File: config.mk
export PLATFORM = sky130hd
export DESIGN_NAME = mdu_ctrl_flat
export DESIGN_NICKNAME = d
export VERILOG_FILES = /design/src/rtl/mdu_ctrl_if.sv /design/src/rtl/mdu_ctrl.sv /design/src/flat_wrapper.sv
export SDC_FILE = /design/constraint.sdc
export NUM_CORES = 1
export LEC_CHECK = 0
export ABC_AREA = 1
export CAP_MARGIN = 10
export CELL_PAD_IN_SITES_DETAIL_PLACEMENT = 1
export CELL_PAD_IN_SITES_GLOBAL_PLACEMENT = 1
export CORE_ASPECT_RATIO = 1.1
export CORE_MARGIN = 2
export CORE_UTILIZATION = 27
export DETAILED_ROUTE_END_ITERATION = 10
export GPL_ROUTABILITY_DRIVEN = 0
export PLACE_DENSITY = 0.83
export SLEW_MARGIN = 20
export SYNTH_ARGS = -nofsm -noshare
export SYNTH_HDL_FRONTEND = slang
export SYNTH_SLANG_ARGS = --single-unit
File: constraint.sdc
create_clock -name clk -period 3.01 [get_ports clk]
set_input_delay 0.602 -clock clk [delete_from_list [all_inputs] [get_ports clk]]
set_output_delay 0.602 -clock clk [all_outputs]
set_load 0.005 [all_outputs]
File: src/rtl/mdu_ctrl_if.sv
// mdu_ctrl_if -- bundle of every signal between the multiply/divide
// controller and its environment.
//
//   request side : req_valid, req_op[2:0], req_a[31:0], req_b[31:0] -> ctrl
//                  req_ready                                       <- ctrl
//   control      : flush -> ctrl ; busy, hi[31:0], lo[31:0] <- ctrl
//   divider      : div_valid, div_sig, div_a, div_b <- ctrl ;
//                  div_done, div_c[63:0] -> ctrl   (c = {remainder, quotient})
//   multiplier   : mul_valid, mul_sig, mul_a, mul_b <- ctrl ;
//                  mul_done, mul_c[63:0] -> ctrl   (c = {high, low})
//
// The controller connects through modport "slave"; the environment (the
// pipeline plus both arithmetic units) uses modport "master".
interface mdu_ctrl_if;
    logic        req_valid;
    logic [2:0]  req_op;
    logic [31:0] req_a;
    logic [31:0] req_b;
    logic        req_ready;

    logic        flush;
    logic        busy;
    logic [31:0] hi;
    logic [31:0] lo;

    logic        div_valid;
    logic        div_sig;
    logic [31:0] div_a;
    logic [31:0] div_b;
    logic        div_done;
    logic [63:0] div_c;

    logic        mul_valid;
    logic        mul_sig;
    logic [31:0] mul_a;
    logic [31:0] mul_b;
    logic        mul_done;
    logic [63:0] mul_c;

    modport slave (
        input  req_valid, req_op, req_a, req_b, flush,
        input  div_done, div_c, mul_done, mul_c,
        output req_ready, busy, hi, lo,
        output div_valid, div_sig, div_a, div_b,
        output mul_valid, mul_sig, mul_a, mul_b
    );

    modport master (
        output req_valid, req_op, req_a, req_b, flush,
        output div_done, div_c, mul_done, mul_c,
        input  req_ready, busy, hi, lo,
        input  div_valid, div_sig, div_a, div_b,
        input  mul_valid, mul_sig, mul_a, mul_b
    );
endinterface

File: src/rtl/mdu_ctrl.sv
// mdu_ctrl -- sequencer for a MIPS-style HI/LO multiply/divide unit.
//
// Ports:
//   clk     in   clock
//   resetn  in   synchronous, active-low reset
//   bus     mdu_ctrl_if.slave -- request handshake, flush, busy, HI/LO
//           outputs, and start/done handshakes to an external divider and
//           multiplier (see mdu_ctrl_if for the member list).
//
// One operation is in flight at a time. MTHI/MTLO complete in IDLE in the
// accepting cycle. MULT/MULTU/DIV/DIVU latch their operands, pulse the unit's
// valid for one cycle, wait for its done, and capture {hi, lo} from its
// result. A divide by zero is accepted but dropped. A flush while running
// abandons the result; the unit is still allowed to finish (DRAIN) so it is
// idle before the next start.
module mdu_ctrl (
    input  logic      clk,
    input  logic      resetn,
    mdu_ctrl_if.slave bus
);
    localparam logic [2:0] OP_MULT  = 3'd1;
    localparam logic [2:0] OP_MULTU = 3'd2;
    localparam logic [2:0] OP_DIV   = 3'd3;
    localparam logic [2:0] OP_DIVU  = 3'd4;
    localparam logic [2:0] OP_MTHI  = 3'd5;
    localparam logic [2:0] OP_MTLO  = 3'd6;

    typedef enum logic [2:0] {
        IDLE,
        DIV_RUN,
        DIV_CAP,
        MUL_RUN,
        MUL_CAP,
        DRAIN
    } state_t;

    state_t      state_reg, state_next;
    logic [31:0] hi_reg, hi_next;
    logic [31:0] lo_reg, lo_next;
    logic [31:0] op_a_reg, op_a_next;
    logic [31:0] op_b_reg, op_b_next;
    logic        op_sig_reg, op_sig_next;
    // Remembers which unit was started so DRAIN waits on the right done.
    logic        unit_mul_reg, unit_mul_next;
    // High only in the first cycle of a RUN state: drives the start pulse
    // and masks the stale done that an idle unit reports.
    logic        start_reg, start_next;

    logic        accept;
    logic        drain_done;

    assign accept     = bus.req_valid && (state_reg == IDLE) && !bus.flush;
    assign drain_done = unit_mul_reg ? bus.mul_done : bus.div_done;

    always_ff @(posedge clk) begin
        if (!resetn) begin
            state_reg    <= IDLE;
            hi_reg       <= '0;
            lo_reg       <= '0;
            op_a_reg     <= '0;
            op_b_reg     <= '0;
            op_sig_reg   <= 1'b0;
            unit_mul_reg <= 1'b0;
            start_reg    <= 1'b0;
        end else begin
            state_reg    <= state_next;
            hi_reg       <= hi_next;
            lo_reg       <= lo_next;
            op_a_reg     <= op_a_next;
            op_b_reg     <= op_b_next;
            op_sig_reg   <= op_sig_next;
            unit_mul_reg <= unit_mul_next;
            start_reg    <= start_next;
        end
    end

    always_comb begin
        state_next    = state_reg;
        hi_next       = hi_reg;
        lo_next       = lo_reg;
        op_a_next     = op_a_reg;
        op_b_next     = op_b_reg;
        op_sig_next   = op_sig_reg;
        unit_mul_next = unit_mul_reg;
        start_next    = 1'b0;

        unique case (state_reg)
            IDLE: begin
                if (accept) begin
                    unique case (bus.req_op)
                        OP_MULT, OP_MULTU: begin
                            op_a_next     = bus.req_a;
                            op_b_next     = bus.req_b;
                            op_sig_next   = (bus.req_op == OP_MULT);
                            unit_mul_next = 1'b1;
                            start_next    = 1'b1;
                            state_next    = MUL_RUN;
                        end
                        OP_DIV, OP_DIVU: begin
                            // Divide by zero: drop the request, HI/LO untouched.
                            if (bus.req_b != 32'd0) begin
                                op_a_next     = bus.req_a;
                                op_b_next     = bus.req_b;
                                op_sig_next   = (bus.req_op == OP_DIV);
                                unit_mul_next = 1'b0;
                                start_next    = 1'b1;
                                state_next    = DIV_RUN;
                            end
                        end
                        OP_MTHI: hi_next = bus.req_a;
                        OP_MTLO: lo_next = bus.req_a;
                        default: ; // NOP and reserved encoding
                    endcase
                end
            end
            DIV_RUN: begin
                if (bus.flush) begin
                    state_next = DRAIN;
                end else if (!start_reg && bus.div_done) begin
                    state_next = DIV_CAP;
                end
            end
            MUL_RUN: begin
                if (bus.flush) begin
                    state_next = DRAIN;
                end else if (!start_reg && bus.mul_done) begin
                    state_next = MUL_CAP;
                end
            end
            // Flush is deliberately ignored here so the capture completes.
            DIV_CAP: begin
                hi_next    = bus.div_c[63:32];
                lo_next    = bus.div_c[31:0];
                state_next = IDLE;
            end
            MUL_CAP: begin
                hi_next    = bus.mul_c[63:32];
                lo_next    = bus.mul_c[31:0];
                state_next = IDLE;
            end
            DRAIN: begin
                if (drain_done) begin
                    state_next = IDLE;
                end
            end
            default: state_next = IDLE;
        endcase
    end

    assign bus.req_ready = (state_reg == IDLE);
    assign bus.busy      = (state_reg != IDLE);
    assign bus.hi        = hi_reg;
    assign bus.lo        = lo_reg;

    assign bus.div_valid = (state_reg == DIV_RUN) && start_reg;
    assign bus.div_sig   = op_sig_reg;
    assign bus.div_a     = op_a_reg;
    assign bus.div_b     = op_b_reg;

    assign bus.mul_valid = (state_reg == MUL_RUN) && start_reg;
    assign bus.mul_sig   = op_sig_reg;
    assign bus.mul_a     = op_a_reg;
    assign bus.mul_b     = op_b_reg;
endmodule

File: src/flat_wrapper.sv
// flat-port wrapper written by rule: the top's interface ports become plain ports
module mdu_ctrl_flat 
  (clk, resetn, bus_req_valid, bus_req_op, bus_req_a, bus_req_b, bus_flush, bus_div_done, bus_div_c, bus_mul_done, bus_mul_c, bus_req_ready, bus_busy, bus_hi, bus_lo, bus_div_valid, bus_div_sig, bus_div_a, bus_div_b, bus_mul_valid, bus_mul_sig, bus_mul_a, bus_mul_b);
  mdu_ctrl_if bus_i ();
  input  logic clk;
  input  logic resetn;
  input wire logic [$bits(bus_i.req_valid)-1:0] bus_req_valid;
  input wire logic [$bits(bus_i.req_op)-1:0] bus_req_op;
  input wire logic [$bits(bus_i.req_a)-1:0] bus_req_a;
  input wire logic [$bits(bus_i.req_b)-1:0] bus_req_b;
  input wire logic [$bits(bus_i.flush)-1:0] bus_flush;
  input wire logic [$bits(bus_i.div_done)-1:0] bus_div_done;
  input wire logic [$bits(bus_i.div_c)-1:0] bus_div_c;
  input wire logic [$bits(bus_i.mul_done)-1:0] bus_mul_done;
  input wire logic [$bits(bus_i.mul_c)-1:0] bus_mul_c;
  output wire logic [$bits(bus_i.req_ready)-1:0] bus_req_ready;
  output wire logic [$bits(bus_i.busy)-1:0] bus_busy;
  output wire logic [$bits(bus_i.hi)-1:0] bus_hi;
  output wire logic [$bits(bus_i.lo)-1:0] bus_lo;
  output wire logic [$bits(bus_i.div_valid)-1:0] bus_div_valid;
  output wire logic [$bits(bus_i.div_sig)-1:0] bus_div_sig;
  output wire logic [$bits(bus_i.div_a)-1:0] bus_div_a;
  output wire logic [$bits(bus_i.div_b)-1:0] bus_div_b;
  output wire logic [$bits(bus_i.mul_valid)-1:0] bus_mul_valid;
  output wire logic [$bits(bus_i.mul_sig)-1:0] bus_mul_sig;
  output wire logic [$bits(bus_i.mul_a)-1:0] bus_mul_a;
  output wire logic [$bits(bus_i.mul_b)-1:0] bus_mul_b;
  assign bus_i.req_valid = bus_req_valid;
  assign bus_i.req_op = bus_req_op;
  assign bus_i.req_a = bus_req_a;
  assign bus_i.req_b = bus_req_b;
  assign bus_i.flush = bus_flush;
  assign bus_i.div_done = bus_div_done;
  assign bus_i.div_c = bus_div_c;
  assign bus_i.mul_done = bus_mul_done;
  assign bus_i.mul_c = bus_mul_c;
  assign bus_req_ready = bus_i.req_ready;
  assign bus_busy = bus_i.busy;
  assign bus_hi = bus_i.hi;
  assign bus_lo = bus_i.lo;
  assign bus_div_valid = bus_i.div_valid;
  assign bus_div_sig = bus_i.div_sig;
  assign bus_div_a = bus_i.div_a;
  assign bus_div_b = bus_i.div_b;
  assign bus_mul_valid = bus_i.mul_valid;
  assign bus_mul_sig = bus_i.mul_sig;
  assign bus_mul_a = bus_i.mul_a;
  assign bus_mul_b = bus_i.mul_b;
  mdu_ctrl u_core (.clk(clk), .resetn(resetn), .bus(bus_i));
endmodule
Word level (Yosys, flattened, before mapping)

Cells that the tools add are included.

Bits in latches: 0
Output and inout bits: 198
Logic and storage cells: 74
Memories kept: 0
Memory bits (writable): 0
ROM bits: 0
Bits in registers: 134

Divide/modulo/power cells: 0
Mux-type cells: 26
Reductions and logical operators: 20
$lt $le $gt $ge: 0
Multipliers: 0
Bitwise gates (word level): 0
Shift-type cells: 0
$add $sub $neg: 0
Equality and inequality tests: 20

Operators with widths:

| operator             | count |
|---|---|
| $mux W32             | 6 |
| $pmux W32 S3         | 2 |
| $pmux W32 S2         | 2 |
| $reduce_bool A32 Y1  | 1 |
| $mux W3              | 7 |
| $eq A3 B3 Y1 const B | 5 |
| $eq A3 B2 Y1 const B | 4 |
| $pmux W3 S4          | 1 |
| $ne A2 B1 Y1 const B | 5 |
| $ne A3 B2 Y1 const B | 3 |
| $reduce_and A3 Y1    | 3 |
| $eq A3 B1 Y1 const B | 2 |
| $logic_and A1 B1 Y1  | 6 |
| $pmux W1 S2          | 3 |
| $pmux W3 S2          | 1 |
| $reduce_and A6 Y1    | 1 |
| $reduce_bool A3 Y1   | 2 |
| $mux W1              | 4 |
| $reduce_and A4 Y1    | 1 |
| $reduce_or A2 Y1     | 2 |
| $logic_not A3 Y1     | 1 |
| $ne A3 B1 Y1 const B | 1 |
| $logic_not A1 Y1     | 2 |
| $reduce_bool A2 Y1   | 1 |

Depth between registers and ports, before layout

Word-level depth: 5
Mapped depth: 11
Depth with buffers taken out: 10

Least setup slack after synthesis

Ideal clock, no wire load.

Path kind: input -> register
Start point: input bus_req_op[2]
End point: register u_core.op_a_reg[0], in the netlist u_core.bus.div_a[0]
Library setup time: 0.115 ns
Arrival time: 1.621 ns
Required time: 2.895 ns
Slack: 1.274 ns
Cell stages on the path: 10
Cell sequence: inv_1 -> nand2_1 -> nand2_1 -> nand2_1 -> o21ai_2 -> buf_4 -> buf_2 -> nand3_1 -> nand2_1 -> nor2_1

Longest elaborated chain between the ends: 4
Elaborated cells on any way between the ends: 10

Ends and longest elaborated chain:

| item                                                         | line              | source |
|---|---|---|
| from (decl)                                                  | flat_wrapper.sv:8 | `input wire logic [$bits(bus_i.req_op)-1:0] bus_req_op;` |
| $eq A3 B3 Y1, or another cell as far along                   | mdu_ctrl.sv:90    | `unique case (bus.req_op)` |
| $reduce_or A2 Y1                                             | mdu_ctrl.sv:90    |  |
| $ne A2 B1 Y1 (no line) or $reduce_bool A2 Y1 (tied branches) | n/a               |  |
| $reduce_and A4 Y1 (no line)                                  | n/a               |  |
| to (signal assigned)                                         | mdu_ctrl.sv:69    | `op_a_reg <= op_a_next;` |
| to (decl)                                                    | mdu_ctrl.sv:40    | `logic [31:0] op_a_reg, op_a_next;` |

Several ways; a longest one is shown, not always the timed one.
A chain may end at the register's enable or synchronous reset.

Final worst setup path

Start point: register u_core.state_reg[1]
End point: output bus_mul_valid

Longest elaborated chain between the ends: 2

Ends and longest elaborated chain:

| item                   | line               | source |
|---|---|---|
| from (decl)            | mdu_ctrl.sv:37     | `state_t state_reg, state_next;` |
| from (signal assigned) | mdu_ctrl.sv:66     | `state_reg <= state_next;` |
| $eq A3 B2 Y1           | mdu_ctrl.sv:160    | `assign bus.mul_valid = (state_reg == MUL_RUN) && start_reg;` |
| $logic_and A1 B1 Y1    | mdu_ctrl.sv:160    |  |
| to (decl)              | flat_wrapper.sv:24 | `output wire logic [$bits(bus_i.mul_valid)-1:0] bus_mul_valid;` |

No other way between the ends.

==> flow_summary.toml <==
[synth]
synth_top_area_share = 0.386
synth_cell_types = 29
ys_ff_latch = 134
ys_warn_count = 0
netlist_area_sq_um = 6940
syn-num-nets = 1244
ys_seq_area_frac = 0.386
netlist_instances = 1043
yosysTopAreaCell = "dfxtp_1"
ys_top_cells_by_area = "dfxtp_1, nand2_1, nor2_1"
syn_area_per_cell_sq_um = 6.66

[floorplan]
dieArea_sq_um = 27000
die_y_microns = 172
placementRows = 61
ios = 399
initial_utilization = 0.275
core_sq_um = 25300
die_width_microns = 157

[clock_tree]
ctsResizeCount = 0
cts_tree = "yes"
postCtsSetupBuffers = 0
clock_tree.root_cell = "clkbuf_16"
clock_latency_ns = 0.42
cts_max_level = 4
clock-sinks = 134
cts.clk_slew.worst_paths_ns = 0.06
clock_path_buffers = 2
cts_hold_buf = 0
numCtsBuffers = 17

[place]
io_buffers = 398
place_inst = 1667
dp_slack_ns = 0.268
hpwlAfterDp_microns = 21900
dpl_cell_area_sq_um = 10700

[min_path]
hold_path_class = "reg -> reg"
hold_start = "u_core.bus.div_b[24]"

[power_and_ir_drop]
clock_power_share = 0.224
intPower_mw = 5.31
pwr-share-comb = 0.482
power_density_nw_per_um2 = 784
p_leak_nw = 4.53
pwr-share-seq = 0.294
peakVddDrop_v = 0.000373
switching_power_mw = 3.49
p_sw_frac = 0.397

[final_layout]
stdcell_count = 1699
mostFrequentLayoutCells = "clkdlybuf4s50_1, nand2_1, nor2_1"
final_cell_area_sq_um = 11200
syn2layout_area_growth_pct = 61.9
antenna_cells = 0
final_common_cell = "clkdlybuf4s50_1"
drive_gt1_frac = 0.0466
fin_nets = 1541

[critical_path]
worstSetupEndpointType = "output pin"
crit_start = "u_core.state_reg[1]"
reg2reg_slack_ns = 0.90
critPathArrivalTime_ns = 1.97
path_max_fanout = 6
r2r_start = "u_core.state_reg[2]"
critPathLaunchType = "flop"
path_cells = "inv_1 -> nor4_1 -> clkdlybuf4s50_1"
required_ns = 2.41
cpMaxStageDelayCell = "clkdlybuf4s50_1"
worstSetupPathType = "reg -> out"
max_stage_delay_ns = 0.59
cp.buffers_inverters = 2
cp_top_family = "buffers and inverters"

[drt]
drc = 0
avgRoutedWirePerCell_microns = 17.1
drt-total-wl_microns = 29100
dr.pass1.iters = 4
drtIter0Drc = 350
routed-via-count = 7956
vias_per_cell = 4.68
ant_nets = 0

[timing]
fin_crit_sh = 0.854
setup_tns_ns = 0
finalHoldViolCount = 0
rsz0062_at_grt = "no"
relSlewSlack = 0.477
skew_ns = 0.0134
setup-violations-final = 0
drv_slew = 0
tightest_slew_ns = 0.784
worst_slack_ns = 0.440
period_needed_ns = 2.57
max_freq_ghz = 0.389

[grt]
grt_use_total = 0.212
grt_overflow_total = 0
grt_pass1_wl_microns = 44400
first_global_vias = 8144
grt_start_max_net_pins = 76
antenna_found_initial = 0

[run_status]
outcome = "finished, final reports clean"

[run]
maxCapViolCount = 0
==> power groups by stage <==
stage               clock, mW  combinational (mW)  sequential (mW)
floorplan                   0                2.24             2.59
global placement            0                4.20             2.59
detailed placement          0                4.29             2.61
CTS                      2.03                4.31             2.59
global route             2.10                4.72             2.64
finish                   1.97                4.25             2.59
==> synthesized netlist by cell type <==
cell,number
nand2_1,237
nor2_1,161
dfxtp_1,134
nand3_1,97
a21oi_1,81
inv_1,75
buf_4,66
o21ai_0,51
clkbuf_1,33
a41oi_1,26
buf_2,25
o21ai_1,16
a221oi_1,6
buf_1,6
inv_2,6
nand4_1,5
buf_6,3
nand2_2,3
nor2_4,2
and3_1,1
clkbuf_2,1
nand2_4,1
nand3_2,1
nor2_2,1
nor3_1,1
nor3_4,1
nor4_1,1
o21ai_2,1
o31ai_1,1
==> logic make-up after synthesis <==
family,count (synthesis),share of synthesized area
AOI/OAI and AO/OA,182,0.149
buffers and inverters,215,0.160
DFF,134,0.386
and+or+nand+nor,512,0.304
==> worst paths after layout <==
path	cells past startpoint	endpoint
max reg2reg	8	u_core.bus.hi[25]
min	2	u_core.bus.div_b[24]
min reg2reg	2	u_core.bus.div_b[24]
max	3	bus_mul_valid
==> metal layers <==
layer  vias up  wire [microns]  track usage
met5         -               0            0
met4         0             866       0.0770
met3        49            2020       0.0604
met2       264           14500        0.370
met1      3738           11700        0.246
li1       3905               -            -
==> area by class of cell <==
type / instances / area (sq um)
fillers: 3159 / 14000
repair buffers: 412 / 4110
multi-input cells: 694 / 3160
flip-flops and latches: 134 / 2680
clock buffers: 19 / 453
well taps: 346 / 433
inverters: 81 / 304
clock inverters: 13 / 97.6
==> per-stage QoR <==
| step | util | power [mW] | hold slack, ns |
|---|---|---|---|
| after global routing | 0.445 | 9.46 | 0.533 |
| after CTS | 0.445 | 8.93 | 0.504 |
| after detailed placement | 0.423 | 6.90 | 0.491 |
| final | 0.445 | 8.81 | 0.501 |
| after floorplan | - | 4.83 | 0.473 |
| after global placement | 0.423 | 6.79 | 0.476 |
==> tightest hold or removal path: stages, from the launching register on <==
cell,delay (ns)
dfxtp_1,0.34
a21oi_1,0.05
nor2_1,0.08
Power figures use the tool's default switching activity.
